===== src/rtl/mem_store_buffer.sv =====
// mem_store_buffer
// In-order store buffer between the MEM-stage register and a single-port data
// memory. Stores are queued and drained one per cycle into the memory write
// port whenever no load owns the port. Loads whose word address matches any
// queued store (or a store arriving in the same cycle) are stalled until the
// matching entries have drained, so a load never observes stale data.

module mem_store_buffer #(
    parameter int DEPTH = 4,
    parameter int CW    = 3
) (
    input  logic          clk,
    input  logic          reset,
    input  logic          st_req,
    input  logic [31:0]   st_addr,
    input  logic [31:0]   st_wdata,
    input  logic [1:0]    st_size,
    input  logic [31:0]   st_pc,
    output logic          st_stall,
    input  logic          ld_req,
    input  logic [31:0]   ld_addr,
    output logic          ld_stall,
    output logic [31:0]   dm_add,
    output logic [31:0]   dm_mfw,
    output logic          dm_mw,
    output logic [1:0]    dm_S,
    output logic [31:0]   dm_pc,
    output logic [CW-1:0] sb_count,
    output logic          sb_empty
);

    localparam int PW = $clog2(DEPTH);

    // Entry storage, one array per field
    logic [31:0] addr_mem  [DEPTH];
    logic [31:0] wdata_mem [DEPTH];
    logic [1:0]  size_mem  [DEPTH];
    logic [31:0] pc_mem    [DEPTH];

    // Queue state
    logic [PW-1:0] head_reg, head_next;
    logic [PW-1:0] tail_reg, tail_next;
    logic [CW-1:0] count_reg, count_next;
    logic          empty_reg, empty_next;

    // Per-entry validity and load-address match
    logic [DEPTH-1:0] entry_valid;
    logic [DEPTH-1:0] entry_hit;

    logic full;
    logic incoming_hit;
    logic hit;
    logic load_owns;
    logic enq;
    logic drain;

    // An entry is valid when its distance from head (mod DEPTH) is below count
    genvar gi;
    generate
        for (gi = 0; gi < DEPTH; gi++) begin : g_entry
            logic [PW-1:0] offset;
            assign offset          = PW'(gi) - head_reg;
            assign entry_valid[gi] = CW'(offset) < count_reg;
            assign entry_hit[gi]   = entry_valid[gi] &&
                                     (addr_mem[gi][31:2] == ld_addr[31:2]);
        end
    endgenerate

    assign full         = (count_reg == CW'(DEPTH));
    assign incoming_hit = st_req && (st_addr[31:2] == ld_addr[31:2]);
    assign hit          = (|entry_hit) || incoming_hit;

    // Reset forces all handshake and write strobes inactive
    assign st_stall  = !reset && st_req && full;
    assign ld_stall  = !reset && ld_req && hit;
    assign load_owns = ld_req && !hit;
    assign enq       = !reset && st_req && !full;
    assign drain     = !reset && !load_owns && (count_reg != '0);

    // Port mux: an unhit load owns the address; otherwise present the head entry
    always_comb begin
        dm_add = load_owns ? ld_addr : addr_mem[head_reg];
        dm_mfw = wdata_mem[head_reg];
        dm_S   = size_mem[head_reg];
        dm_pc  = pc_mem[head_reg];
        dm_mw  = drain;
    end

    // Next-state for pointers and occupancy
    always_comb begin
        head_next  = head_reg;
        tail_next  = tail_reg;
        count_next = count_reg;
        if (enq) begin
            tail_next = tail_reg + 1'b1;
        end
        if (drain) begin
            head_next = head_reg + 1'b1;
        end
        case ({enq, drain})
            2'b10:   count_next = count_reg + 1'b1;
            2'b01:   count_next = count_reg - 1'b1;
            default: count_next = count_reg;
        endcase
        empty_next = (count_next == '0);
    end

    // Queue state registers with synchronous reset
    always_ff @(posedge clk) begin
        if (reset) begin
            head_reg  <= '0;
            tail_reg  <= '0;
            count_reg <= '0;
            empty_reg <= 1'b1;
        end else begin
            head_reg  <= head_next;
            tail_reg  <= tail_next;
            count_reg <= count_next;
            empty_reg <= empty_next;
        end
    end

    // Entry write at tail on an accepted store
    always_ff @(posedge clk) begin
        if (enq) begin
            addr_mem[tail_reg]  <= st_addr;
            wdata_mem[tail_reg] <= st_wdata;
            size_mem[tail_reg]  <= st_size;
            pc_mem[tail_reg]    <= st_pc;
        end
    end

    assign sb_count = count_reg;
    assign sb_empty = empty_reg;

endmodule


===== config.mk =====
export PLATFORM = sky130hd
export DESIGN_NAME = mem_store_buffer
export DESIGN_NICKNAME = d
export VERILOG_FILES = /design/src/rtl/mem_store_buffer.sv
export SDC_FILE = /design/constraint.sdc
export NUM_CORES = 1
export LEC_CHECK = 0
export ABC_AREA = 1
export BUFFER_PORTS_ARGS = -buffer_cell sky130_fd_sc_hd__buf_2
export CORE_MARGIN = 4
export CORE_UTILIZATION = 62
export CTS_CLUSTER_DIAMETER = 120
export DETAILED_ROUTE_END_ITERATION = 16
export GPL_TIMING_DRIVEN = 0
export PLACE_DENSITY = 0.85
export SLEW_MARGIN = 20
export SYNTH_ARGS = -nofsm -noshare
export SYNTH_HDL_FRONTEND = slang
export SYNTH_SLANG_ARGS = --single-unit

===== constraint.sdc =====
create_clock -name clk -period 10.1 [get_ports clk]
set_clock_uncertainty 0.2 [all_clocks]
set_input_delay 0.505 -clock clk [delete_from_list [all_inputs] [get_ports clk]]
set_output_delay 0.505 -clock clk [all_outputs]
set_load 0.01 [all_outputs]

==> metrics.yaml <==
drive_above_1_share_pct: 19.87
ys.flop_type: "edfxtp_1"
synthCells: 1592
critPathTopFamily: "buffers and inverters"
p_int_mw: 2.947
min_path_type: "input port to flop"
die_area_um2: 31540
critPathCaptureType: "output port"
r2r_start: "head_reg[0]"
reg2reg_depth: 19
clkTransAtPathRegs_ps: 60
finalCritPeriodShare_pct: 40.15
cpMostUsedCell: "clkbuf_1"
min_from: "st_wdata[0]"
cts.sinks: 402
r2r-end: "sb_empty"
ir_drop_mv: 0.1735
antenna_left: 0
final_max_slew_viol_count: 0
netlist_area_um2: 17830
clock.fmax_mhz: 246.6
grt.overflow.total: 0
switchingPower_mw: 1.103
sw_frac_of_total_pct: 27.23
worstPathMaxFanout: 10
seqPwrFrac_pct: 46.9
rsz0062_at_grt: "false"
cts_setup_buffers: 0
grt_pass1_vias: 14044
cp-start-kind: "flop"
hold_depth: 1
multi_input_area_um2: 5061
grt_pass1_wl_um: 80370
core_um2: 28090
worst_slew_pin_slew_ps: 887.8
area_delta_synth_final_pct: 20.73
rows: 61
grt_max_degree: 26
clockRootBuffer: "clkbuf_16"
final_nets: 2048
synth_edf_count: 392
cts_tree: "built"
path_buf_inv: 4
tns_ps: 0
seq_area_frac_synth_pct: 67.13
grt_antenna_before_repair: 7
slowest_stage: "clkbuf_1"
hold_viol: 0
portBuffers: 215
reg_top3: "addr_mem x128, pc_mem x128, wdata_mem x128"
power_per_cell_area_nw_per_um2: 188.1
hpwl_um: 35740
leakagePower_nw: 8.205
track_usage_pct: 33.84
holdPathEnd: "wdata_mem[1][0]"
combPwrFrac_pct: 16.7
place_area_um2: 19870
max_stage_delay_ps: 720
detailroute.via_count: 14125
viasPerCell: 6.102
firstDrtPassIters: 8
syn_avg_cell_area_um2: 11.20
clock_path_buffers: 3
max_cap_violations: 0
wirelength_um: 54450
synth.distinct_cells: 36
drc: 0
crit_type: "flop to output port"
slew_headroom_pct: 40.81
cp.required_ps: 9400
post-route-min-period_ps: 4055
wl_per_cell_um: 23.52
n_fill_cell: 1743
setup_viol_count_final: 0
htreeDepth: 2
die_h_um: 177.6
cts_buffers: 40
ys_ff_latch: 402
drtIter0Drc: 2094
regToRegSetupSlack_ps: 6330
cp_data_arrival_time_ps: 3350
path_cells: "clkbuf_1 -> clkbuf_1 -> clkbuf_1 -> nor2_1 -> o22ai_1 -> buf_2"
clk_latency_ps: 520
fin_area_um2: 21530
die_w_um: 177.6
power.share.clock_pct: 36.4
postSynth.asyncResetShare_pct: 0
initial_core_util_pct: 63.49
regArea_um2: 11970
ys_warn_count: 0
gp_congestion: 1.007
ioPinCount: 239
syn_nets: 1736
status: "completed"
==> what timing repair did <==
item / in CTS / in global routing
hold endpoints to repair: 131 / 0
hold buffers: 37 / 0
resized for setup: 0 / 0
==> cell usage after synthesis (9+ instances only) <==
library cell	number	share of area, %
dfxtp_1	10	1.1
nand3_1	19	0.53
o22ai_1	80	2.8
nor2_1	243	5.1
a21oi_1	38	1.1
o21ai_2	16	0.79
o21ai_1	23	0.65
nand4_1	9	0.32
clkbuf_1	58	1.2
xor2_1	53	2.6
nand2_1	243	5.1
buf_2	26	0.73
inv_1	83	1.7
inv_2	24	0.51
o21ai_0	184	5.2
nand3_2	11	0.62
edfxtp_1	392	66
xnor2_1	33	1.6
ha_1	9	0.63
==> power by group through the flow <==
stage / logic, mW / clock network (mW) / registers, mW
after floorplan: 0.347 / 0 / 1.94
after global placement: 0.597 / 0 / 1.94
after detailed placement: 0.635 / 0 / 1.93
after CTS: 0.656 / 1.46 / 1.90
after global routing: 0.721 / 1.55 / 1.90
final: 0.676 / 1.47 / 1.90
==> cells in the final DEF, fill, tap and decap left out, types with 13 or more instances in the layout <==
master	n
buf_16	13
nand3_1	19
edfxtp_1	392
o21ai_0	184
xnor2_1	33
inv_1	83
nand2_1	243
o21ai_2	16
clkbuf_16	41
o21ai_1	23
inv_2	24
xor2_1	53
clkbuf_1	66
dlygate4sd3_1	37
nor2_1	239
a21oi_1	38
o22ai_1	80
buf_2	241
==> kinds of logic (layout without fill, tap and decap cells) <==
| kind of cell | count (synthesis) | count (layout) | synth area share (%) |
|---|---|---|---|
| other | 0 | 4 | 0 |
| buffers and inverters | 202 | 543 | 4.652 |
| and+or+nand+nor | 534 | 534 | 11.98 |
| DFF | 402 | 402 | 67.13 |
| xor gates and xnor gates | 86 | 86 | 4.224 |
| AOI/OAI and AO/OA | 358 | 358 | 11.26 |
| adders and majority gates | 10 | 10 | 0.7438 |
==> how the worst max path moves through the flow <==
stage,to,slack [ps],cells after the start
3_5_place_dp,sb_empty,6420,19
2_1_floorplan,addr_mem[0][0],4280,5
3_3_place_gp,wdata_mem[3][13],1010,5
5_1_grt,dm_mfw[11],5930,6
4_1_cts,dm_pc[10],6120,6
6_report,dm_mfw[6],6050,6
==> per-stage QoR <==
step	hold slack [ps]	utilization, %	instances	power, mW	setup slack [ps]
floorplan	262.6	-	1592	2.283	4276
global placement	275.2	69.00	2185	2.540	1012
detailed placement	302.6	70.74	2203	2.568	6415
CTS	0.1379	76.61	2311	4.019	6125
global route	0.4274	76.63	2313	4.170	5934
finish	1.859	76.65	2315	4.050	6045
==> layer usage <==
metal | vias up | part of all wire, % | global-route usage, %
li1 | 6178 | - | -
met1 | 6635 | 34 | 41.64
met2 | 1105 | 49 | 57.36
met3 | 197 | 13 | 8.287
met4 | 10 | 4.9 | 14.66
met5 | - | 0.11 | 0
==> layout make-up <==
type / count / share of cell area (%)
Antenna cell: 4 / 0.04650
Inverter: 108 / 1.883
Clock buffer: 49 / 4.905
Tap cell: 378 / 2.197
Clock inverter: 22 / 1.035
Timing Repair Buffer: 270 / 8.846
Buffer: 94 / 1.970
Multi-Input combinational cell: 988 / 23.51
Sequential cell: 402 / 55.61
==> worst reg2reg max path: stages (launching register included) <==
cell and delay [ps]:
dfxtp_1 420, xor2_1 210, inv_1 90, ha_1 280
a21boi_0 130, o21ai_0 320, nand4_1 130, nor2_1 140
nor2_2 70, nand3_2 90, buf_6 180, nand2_2 80
inv_2 80, ha_1 160, inv_1 80, fa_1 390
a21oi_1 150, o21ai_0 110, xor2_1 200, o21ai_0 120
(Power assumes the default switching activity.)
